$ cat src/rtl/tsp_hex_display_if.sv
// Channel publication bus from the TSP solver core to the status display.
interface tsp_hex_display_if #(
  parameter int NUM_CH  = 4,
  parameter int VALUE_W = 20
);
  logic [NUM_CH*VALUE_W-1:0] ch_value;
  logic [NUM_CH-1:0]         ch_valid;

  modport master (output ch_value, output ch_valid);
  modport slave  (input  ch_value, input  ch_valid);
endinterface

$ cat src/rtl/tsp_hex_display.sv
// Multi-channel status display: latches solver values, converts the selected one
// to BCD with a sequential double-dabble and drives active-low seven-segment digits.
module tsp_hex_display #(
  parameter int VALUE_W    = 20,
  parameter int NUM_DIGITS = 6,
  parameter int NUM_CH     = 4,
  parameter int SEL_W      = (NUM_CH > 1) ? $clog2(NUM_CH) : 1
) (
  input  logic                    clk,
  input  logic                    rst,
  tsp_hex_display_if.slave        bus,
  input  logic [SEL_W-1:0]        sel,
  input  logic                    hold,
  output logic [NUM_DIGITS*7-1:0] hex,
  output logic                    led_busy,
  output logic                    led_ovf
);

  localparam int BCD_W = (NUM_DIGITS + 1) * 4;
  localparam int CNT_W = $clog2(VALUE_W + 1);
  localparam logic [NUM_DIGITS*7-1:0] HEX_RESET = {{(NUM_DIGITS-1){7'h7F}}, 7'h40};

  typedef enum logic [1:0] {IDLE, LOAD, SHIFT, DONE} state_t;

  state_t                    state, state_next;
  logic [VALUE_W-1:0]        latch [NUM_CH];
  logic [VALUE_W-1:0]        bin;
  logic [BCD_W-1:0]          bcd, bcd_adj;
  logic [CNT_W-1:0]          cnt;
  logic [SEL_W-1:0]          sel_q, sel_eff;
  logic                      dirty, dirty_set;
  logic [NUM_DIGITS*7-1:0]   hex_next;
  logic                      ovf_next;
  int                        top_digit;

  function automatic logic [6:0] seg7(input logic [3:0] d);
    case (d)
      4'd0:    seg7 = 7'h40;
      4'd1:    seg7 = 7'h79;
      4'd2:    seg7 = 7'h24;
      4'd3:    seg7 = 7'h30;
      4'd4:    seg7 = 7'h19;
      4'd5:    seg7 = 7'h12;
      4'd6:    seg7 = 7'h02;
      4'd7:    seg7 = 7'h78;
      4'd8:    seg7 = 7'h00;
      4'd9:    seg7 = 7'h10;
      default: seg7 = 7'h7F;
    endcase
  endfunction

  // Out-of-range selects fall back to channel 0.
  assign sel_eff   = (32'(sel) < 32'(NUM_CH)) ? sel : '0;
  assign dirty_set = bus.ch_valid[sel_eff] | (sel != sel_q);

  always_ff @(posedge clk) begin
    if (rst) begin
      for (int c = 0; c < NUM_CH; c++) latch[c] <= '0;
    end else begin
      for (int c = 0; c < NUM_CH; c++)
        if (bus.ch_valid[c]) latch[c] <= bus.ch_value[c*VALUE_W +: VALUE_W];
    end
  end

  // A new request arriving in the same cycle as LOAD entry must not be lost.
  always_ff @(posedge clk) begin
    if (rst) begin
      dirty <= 1'b0;
      sel_q <= '0;
    end else begin
      sel_q <= sel;
      if (dirty_set)
        dirty <= 1'b1;
      else if (state == IDLE && state_next == LOAD)
        dirty <= 1'b0;
    end
  end

  always_ff @(posedge clk) begin
    if (rst) state <= IDLE;
    else     state <= state_next;
  end

  always_comb begin
    state_next = state;
    case (state)
      IDLE:    if (dirty && !hold) state_next = LOAD;
      LOAD:    state_next = SHIFT;
      SHIFT:   if (cnt == CNT_W'(VALUE_W - 1)) state_next = DONE;
      DONE:    state_next = IDLE;
      default: state_next = IDLE;
    endcase
  end

  always_comb begin
    bcd_adj = bcd;
    for (int d = 0; d <= NUM_DIGITS; d++)
      if (bcd[4*d +: 4] >= 4'd5) bcd_adj[4*d +: 4] = bcd[4*d +: 4] + 4'd3;
  end

  // The guard digit catches values wider than the visible digits.
  always_comb begin
    ovf_next  = (bcd[BCD_W-1 -: 4] != 4'd0);
    top_digit = 0;
    hex_next  = '0;
    for (int i = 0; i < NUM_DIGITS; i++)
      if (bcd[4*i +: 4] != 4'd0) top_digit = i;
    for (int i = 0; i < NUM_DIGITS; i++) begin
      if (ovf_next)
        hex_next[7*i +: 7] = 7'h3F;
      else if (i > top_digit)
        hex_next[7*i +: 7] = 7'h7F;
      else
        hex_next[7*i +: 7] = seg7(bcd[4*i +: 4]);
    end
  end

  always_ff @(posedge clk) begin
    if (rst) begin
      bin      <= '0;
      bcd      <= '0;
      cnt      <= '0;
      hex      <= HEX_RESET;
      led_ovf  <= 1'b0;
      led_busy <= 1'b0;
    end else begin
      led_busy <= (state_next != IDLE);
      case (state)
        LOAD: begin
          bin <= latch[sel_eff];
          bcd <= '0;
          cnt <= '0;
        end
        SHIFT: begin
          {bcd, bin} <= {bcd_adj[BCD_W-2:0], bin, 1'b0};
          cnt        <= cnt + 1'b1;
        end
        DONE: begin
          hex     <= hex_next;
          led_ovf <= ovf_next;
        end
        default: ;
      endcase
    end
  end

endmodule
$ cat src/flat_wrapper.sv
// flat-port wrapper written by rule: the top's interface ports become plain ports
module tsp_hex_display_flat 
#(
  parameter int VALUE_W    = 20,
  parameter int NUM_DIGITS = 6,
  parameter int NUM_CH     = 4,
  parameter int SEL_W      = (NUM_CH > 1) ? $clog2(NUM_CH) : 1
)
  (clk, rst, sel, hold, hex, led_busy, led_ovf, bus_ch_value, bus_ch_valid);
  tsp_hex_display_if #(.NUM_CH(NUM_CH), .VALUE_W(VALUE_W)) bus_i ();
  input  logic clk;
  input  logic rst;
  input  logic [SEL_W-1:0] sel;
  input  logic hold;
  output logic [NUM_DIGITS*7-1:0] hex;
  output logic led_busy;
  output logic led_ovf;
  input wire logic [$bits(bus_i.ch_value)-1:0] bus_ch_value;
  input wire logic [$bits(bus_i.ch_valid)-1:0] bus_ch_valid;
  assign bus_i.ch_value = bus_ch_value;
  assign bus_i.ch_valid = bus_ch_valid;
  tsp_hex_display #(.VALUE_W(VALUE_W), .NUM_DIGITS(NUM_DIGITS), .NUM_CH(NUM_CH), .SEL_W(SEL_W)) u_core (.clk(clk), .rst(rst), .bus(bus_i), .sel(sel), .hold(hold), .hex(hex), .led_busy(led_busy), .led_ovf(led_ovf));
endmodule
$ cat config.mk
export PLATFORM = sky130hd
export DESIGN_NAME = tsp_hex_display_flat
export DESIGN_NICKNAME = d
export VERILOG_FILES = /design/src/rtl/tsp_hex_display_if.sv /design/src/rtl/tsp_hex_display.sv /design/src/flat_wrapper.sv
export SDC_FILE = /design/constraint.sdc
export NUM_CORES = 1
export LEC_CHECK = 0
export CORE_MARGIN = 1.5
export CORE_UTILIZATION = 30
export CTS_CLUSTER_DIAMETER = 40
export CTS_CLUSTER_SIZE = 30
export DETAILED_ROUTE_END_ITERATION = 6
export PLACE_DENSITY = 0.5
export SLEW_MARGIN = 15
export SYNTH_ARGS = -nofsm -noshare
export SYNTH_HDL_FRONTEND = slang
export SYNTH_SLANG_ARGS = --single-unit
$ cat constraint.sdc
create_clock -name clk -period 2.8 [get_ports clk]
set_input_delay 0.56 -clock clk [delete_from_list [all_inputs] [get_ports clk]]
set_output_delay 0.56 -clock clk [all_outputs]
set_load 0.05 [all_outputs]
### After elaboration in Yosys (flattened, before gate mapping)

Memories as Yosys holds them, arrays and structs flattened. A register that Yosys moved wholly into a read port is not among the register bits.
Index checks and enable logic that the tools add are counted.

* flip-flop bits (word level): 102
* memory bits (writable): 80
* ROM bits: 672
* bits of input ports: 89
* logic and storage cells: 126
* memories kept: 7

* add/subtract/negate cells: 8
* order comparisons: 14
* eq/ne operators: 6
* mux-type cells: 64
* bitwise logic cells: 5
* reduce and logical (&&, ||, !) cells: 13

Memories
* (no name shown): words 16, bits a word 7, rd ports 1, clocked after memory_dff 1, wr ports 0, RTL line tsp_hex_display.sv:37 `case (d)`
* (no name shown): words 16, bits a word 7, rd ports 1, clocked after memory_dff 1, wr ports 0, RTL line tsp_hex_display.sv:37
* (no name shown): words 16, bits a word 7, rd ports 1, clocked after memory_dff 1, wr ports 0, RTL line tsp_hex_display.sv:37
* (no name shown): words 16, bits a word 7, rd ports 1, clocked after memory_dff 1, wr ports 0, RTL line tsp_hex_display.sv:37
* (no name shown): words 16, bits a word 7, rd ports 1, clocked after memory_dff 1, wr ports 0, RTL line tsp_hex_display.sv:37
* (no name shown): words 16, bits a word 7, rd ports 1, clocked after memory_dff 1, wr ports 0, RTL line tsp_hex_display.sv:37
* +1 memories

Operator list (number)
* $mux 7: 12
* $mux 20: 4
* $mux 4: 18
* $pmux 28 s2: 1
* $pmux 20 s2: 1
* $ge 4x3->1 const B: 7
* $add 4x2->4 const B: 6
* $reduce_bool 4->1: 6
* $mux 1: 18
* $pmux 5 s2: 1
* $mux 3: 3
* $mux 2: 4
* $pmux 2 s4: 1
* $gt 1x3->1 const A: 2
* $gt 2x3->1 const A: 2
* $gt 3x3->1 const A: 2
* $reduce_bool 2->1: 3
* $add 5x1->5 const B: 1
* $eq 5x5->1 const B: 1
* $or 1x1->1: 5
* $eq 2x1->1 const B: 2
* $eq 2x2->1 const B: 2
* $add 3x2->3 const B: 1
* $lt 2x3->1 const B: 1
* other kinds (5): 6

### Depth between registers and ports, before layout

* depth in word-level cells: 9
* gate-level depth with buffers: 14

### Worst setup path before layout

No wires, ideal clock.

* kind: reg-to-reg
* start: register u_core.state[0]
* end: register with a tool-made name
* data arrival time: 2.412 ns
* required time: 2.730 ns
* slack: 0.317 ns
* cell stages (with the launch flop): 13
* path buffers: 4
* period minus slack after synthesis: 2.483 ns
* path through: dfxtp_1 inv_1 ha_1 buf_4 inv_2 buf_4 buf_4 buf_2 a22oi_1 nor2_1 ha_1 or2_2 a21oi_1

RTL lines
* from (decl): RTL line tsp_hex_display.sv:25 `state_t state, state_next;`
* from (signal assigned): RTL line tsp_hex_display.sv:81 `else state <= state_next;`

==> results.yml <==
clock_network:
  htreeDepth: 2
  ctsResizeCount: 0
  cts_setup_buffers: 0
  cts_tree: "done"
  clk_pin_slew_ns: 0.05
  numCtsBuffers: 36
  clock-root-buffer: "clkbuf_16"
  clockBufferDepth: 3
  cts_sinks: 224
  ctsHoldBuffers: 0
  clock_latency_ns: 0.51
pwr:
  ir_drop_mv: 0.349
  internal_power_uw: 6590
  switching_share: 0.250
  switchingPower_uw: 2200
  power_density_mw_per_mm2: 655
  power_frac_seq: 0.413
  p_clk_frac: 0.497
  combPwrFrac: 0.090
  leakagePower_uw: 0.00496
sta:
  holdWs_ns: 0.384
  hold_viol_final: 0
  skew_ns: 0.0270
  finalSetupViolations: 0
  rsz0062_at_grt: "false"
  max_slew.worst_pin.slew_ns: 0.880
  max_clock_freq_mhz: 397
  finalSetupTns_ns: 0
  period_minus_slack_ns: 2.52
  drv_slew: 0
  fin_crit_sh: 0.899
  slew_headroom: 0.412
placed_design:
  dpl_cell_area_sq_mm: 0.0122
  dp.cells: 1538
  numPortBuffers: 132
  gp_congestion: 0.809
  dpl.hpwl_um: 17100
cells_and_area:
  final_common_cell: "dfxtp_1"
  drive_gt1_frac: 0.131
  final_cell_mix: "dfxtp_1 (144), clkdlybuf4s50_1 (131), nand2_1 (104), and2_1 (84), edfxtp_1 (80)"
  final_nets: 1266
  fillers: 3308
  finalNonFillerCells: 1604
  area_delta_synth_final_pct: 29.7
  n_antenna_cell: 0
  final_area_sq_mm: 0.0134
global_routing:
  grt_max_degree: 73
  grt_pass1_wl_um: 40400
  gr-total-overflow: 0
  antenna_found_initial: 0
  grt_pass1_vias: 7608
  grtUsageMet1: 0.192
  top_usage_layer: "met2"
  met3_usage: 0.0291
  use_met2: 0.223
  grtUsageTotal: 0.140
synthesis:
  netlist.area_leader.share: 0.279
  ys.warnings.count: 0
  synth_edf_count: 80
  synth_ff_type: "dfxtp_1"
  ys_seq_area_frac: 0.511
  synth.distinct_cells: 75
  syn_area_sq_mm: 0.0103
  syn-mean-instance-area_sq_um: 10.5
  synth.ff_latch_count: 224
  synth_fp_nets: 1127
  synth.area.top_cells: "dfxtp_1 (28%), edfxtp_1 (23%), ha_1 (5.9%)"
  synth_top_area_cell: "dfxtp_1"
  syn_inst: 989
  synth-async-reset-ratio: 0
routing:
  drt_first_iter_violations: 357
  dr.pass1.iters: 5
  vias: 7697
  ant_nets: 0
  drc_errors: 0
  routed_wl_um: 25000
  routedWlPerCell_um: 15.6
  vias_per_cell: 4.80
setup_path:
  crit_buf_inv: 3
  cp_top_family: "simple AND/OR/NAND/NOR gates"
  required_ns: 3.18
  path_class: "flop to flop"
  cp.arrival_ns: 2.89
  path_cells: "inv_1 > ha_2 > inv_2 > nand2_1 > o21a_1 > nor2_1 > inv_1 > ha_1 > or2_0 > a21oi_1 > a31oi_1"
  slowest_stage: "dfxtp_1"
  crit_fanout: 17
  crit_path_frequent_cell: "inv_1"
  cp_slowest_stage_delay_ns: 0.38
  critPathLaunchType: "flop"
  cp-end-kind: "flop"
floorplan:
  io_pins: 133
  initial_core_util: 0.307
  die_area_sq_mm: 0.0356
  fp.dieW_um: 189
  core_sq_mm: 0.0337
  die_h_um: 189
  fp-row-count: 67
outcome:
  status: "finished clean"
worst_hold_path:
  hp-class: "input port to flop"
run:
  drv_cap: 0
power groups by stage:
stage               registers [uW]  clock network (uW)  logic (uW)
finish                        3630                4370         788
detailed placement            3700                   0         800
floorplan                     3700                   0         476
global route                  3650                4610         867
CTS                           3630                4480         801
global placement              3690                   0         795
final timing paths:
path	start	endpoint	slack (ns)	cells after the start
worst max-delay path	u_core.state[0]	flop	0.28	11
worst min-delay path	rst	u_core.bcd[4]	0.38	2
worst max register to register	u_core.state[0]	flop	0.28	11
worst min register to register	flop	u_core.hex[11]	0.45	2
worst register-to-register path: cells and delay by family, from the launching register on:
family          cells  cell delay [ns]
compound gates      3             0.44
fa+ha+maj           2             0.51
buf+inv             3             0.50
flops               1             0.38
simple gates        3             0.56
cell usage after synthesis (all sizes together) (9+ instances only):
master and instances:
and2 84, nor3 18, a32oi 9, nand3 18, nand2b 13, nor2b 12
edfxtp 80, nor2 80, a22oi 10, clkbuf 33, a311oi 19, mux4 20
o21ai 27, o31ai 12, dfxtp 144, buf 30, nand2 105, ha 49
o22ai 37, a21oi 38, inv 39
kinds of logic (layout without fill, tap and decap cells):
family / count (synthesis) / after routing / synth area share
compound gates: 209 / 209 / 0.149
xor+xnor: 11 / 11 / 0.00932
flops: 224 / 224 / 0.511
simple gates: 373 / 373 / 0.184
fa+ha+maj: 49 / 49 / 0.0593
mux: 21 / 21 / 0.0450
buf+inv: 102 / 269 / 0.0427
routing by layer:
| layer | vias to the layer above | share of wire |
|---|---|---|
| met2 | 234 | 0.44 |
| li1 | 3850 | - |
| met3 | 51 | 0.056 |
| met5 | - | 0 |
| met4 | 0 | 0.023 |
| met1 | 3562 | 0.48 |
area by class of cell:
| class | count | area [sq um] | area share |
|---|---|---|---|
| clock buffers | 40 | 968 | 0.0722 |
| clock inverters | 26 | 253 | 0.0188 |
| multi-input cells | 663 | 4620 | 0.344 |
| flip-flops and latches | 224 | 5290 | 0.394 |
| repair buffers | 164 | 1580 | 0.118 |
| well taps | 448 | 561 | 0.0418 |
| inverters | 39 | 146 | 0.0109 |
metrics by stage:
stage / worst slack [ns] / total power (uW) / utilization
after floorplan: 0.317 / 4170 / -
after global placement: 0.398 / 4490 / 0.362
after detailed placement: 0.284 / 4500 / 0.362
after CTS: 0.272 / 8910 / 0.398
after global routing: 0.0867 / 9130 / 0.398
final: 0.282 / 8790 / 0.398
Power figures use the tool's default switching activity.
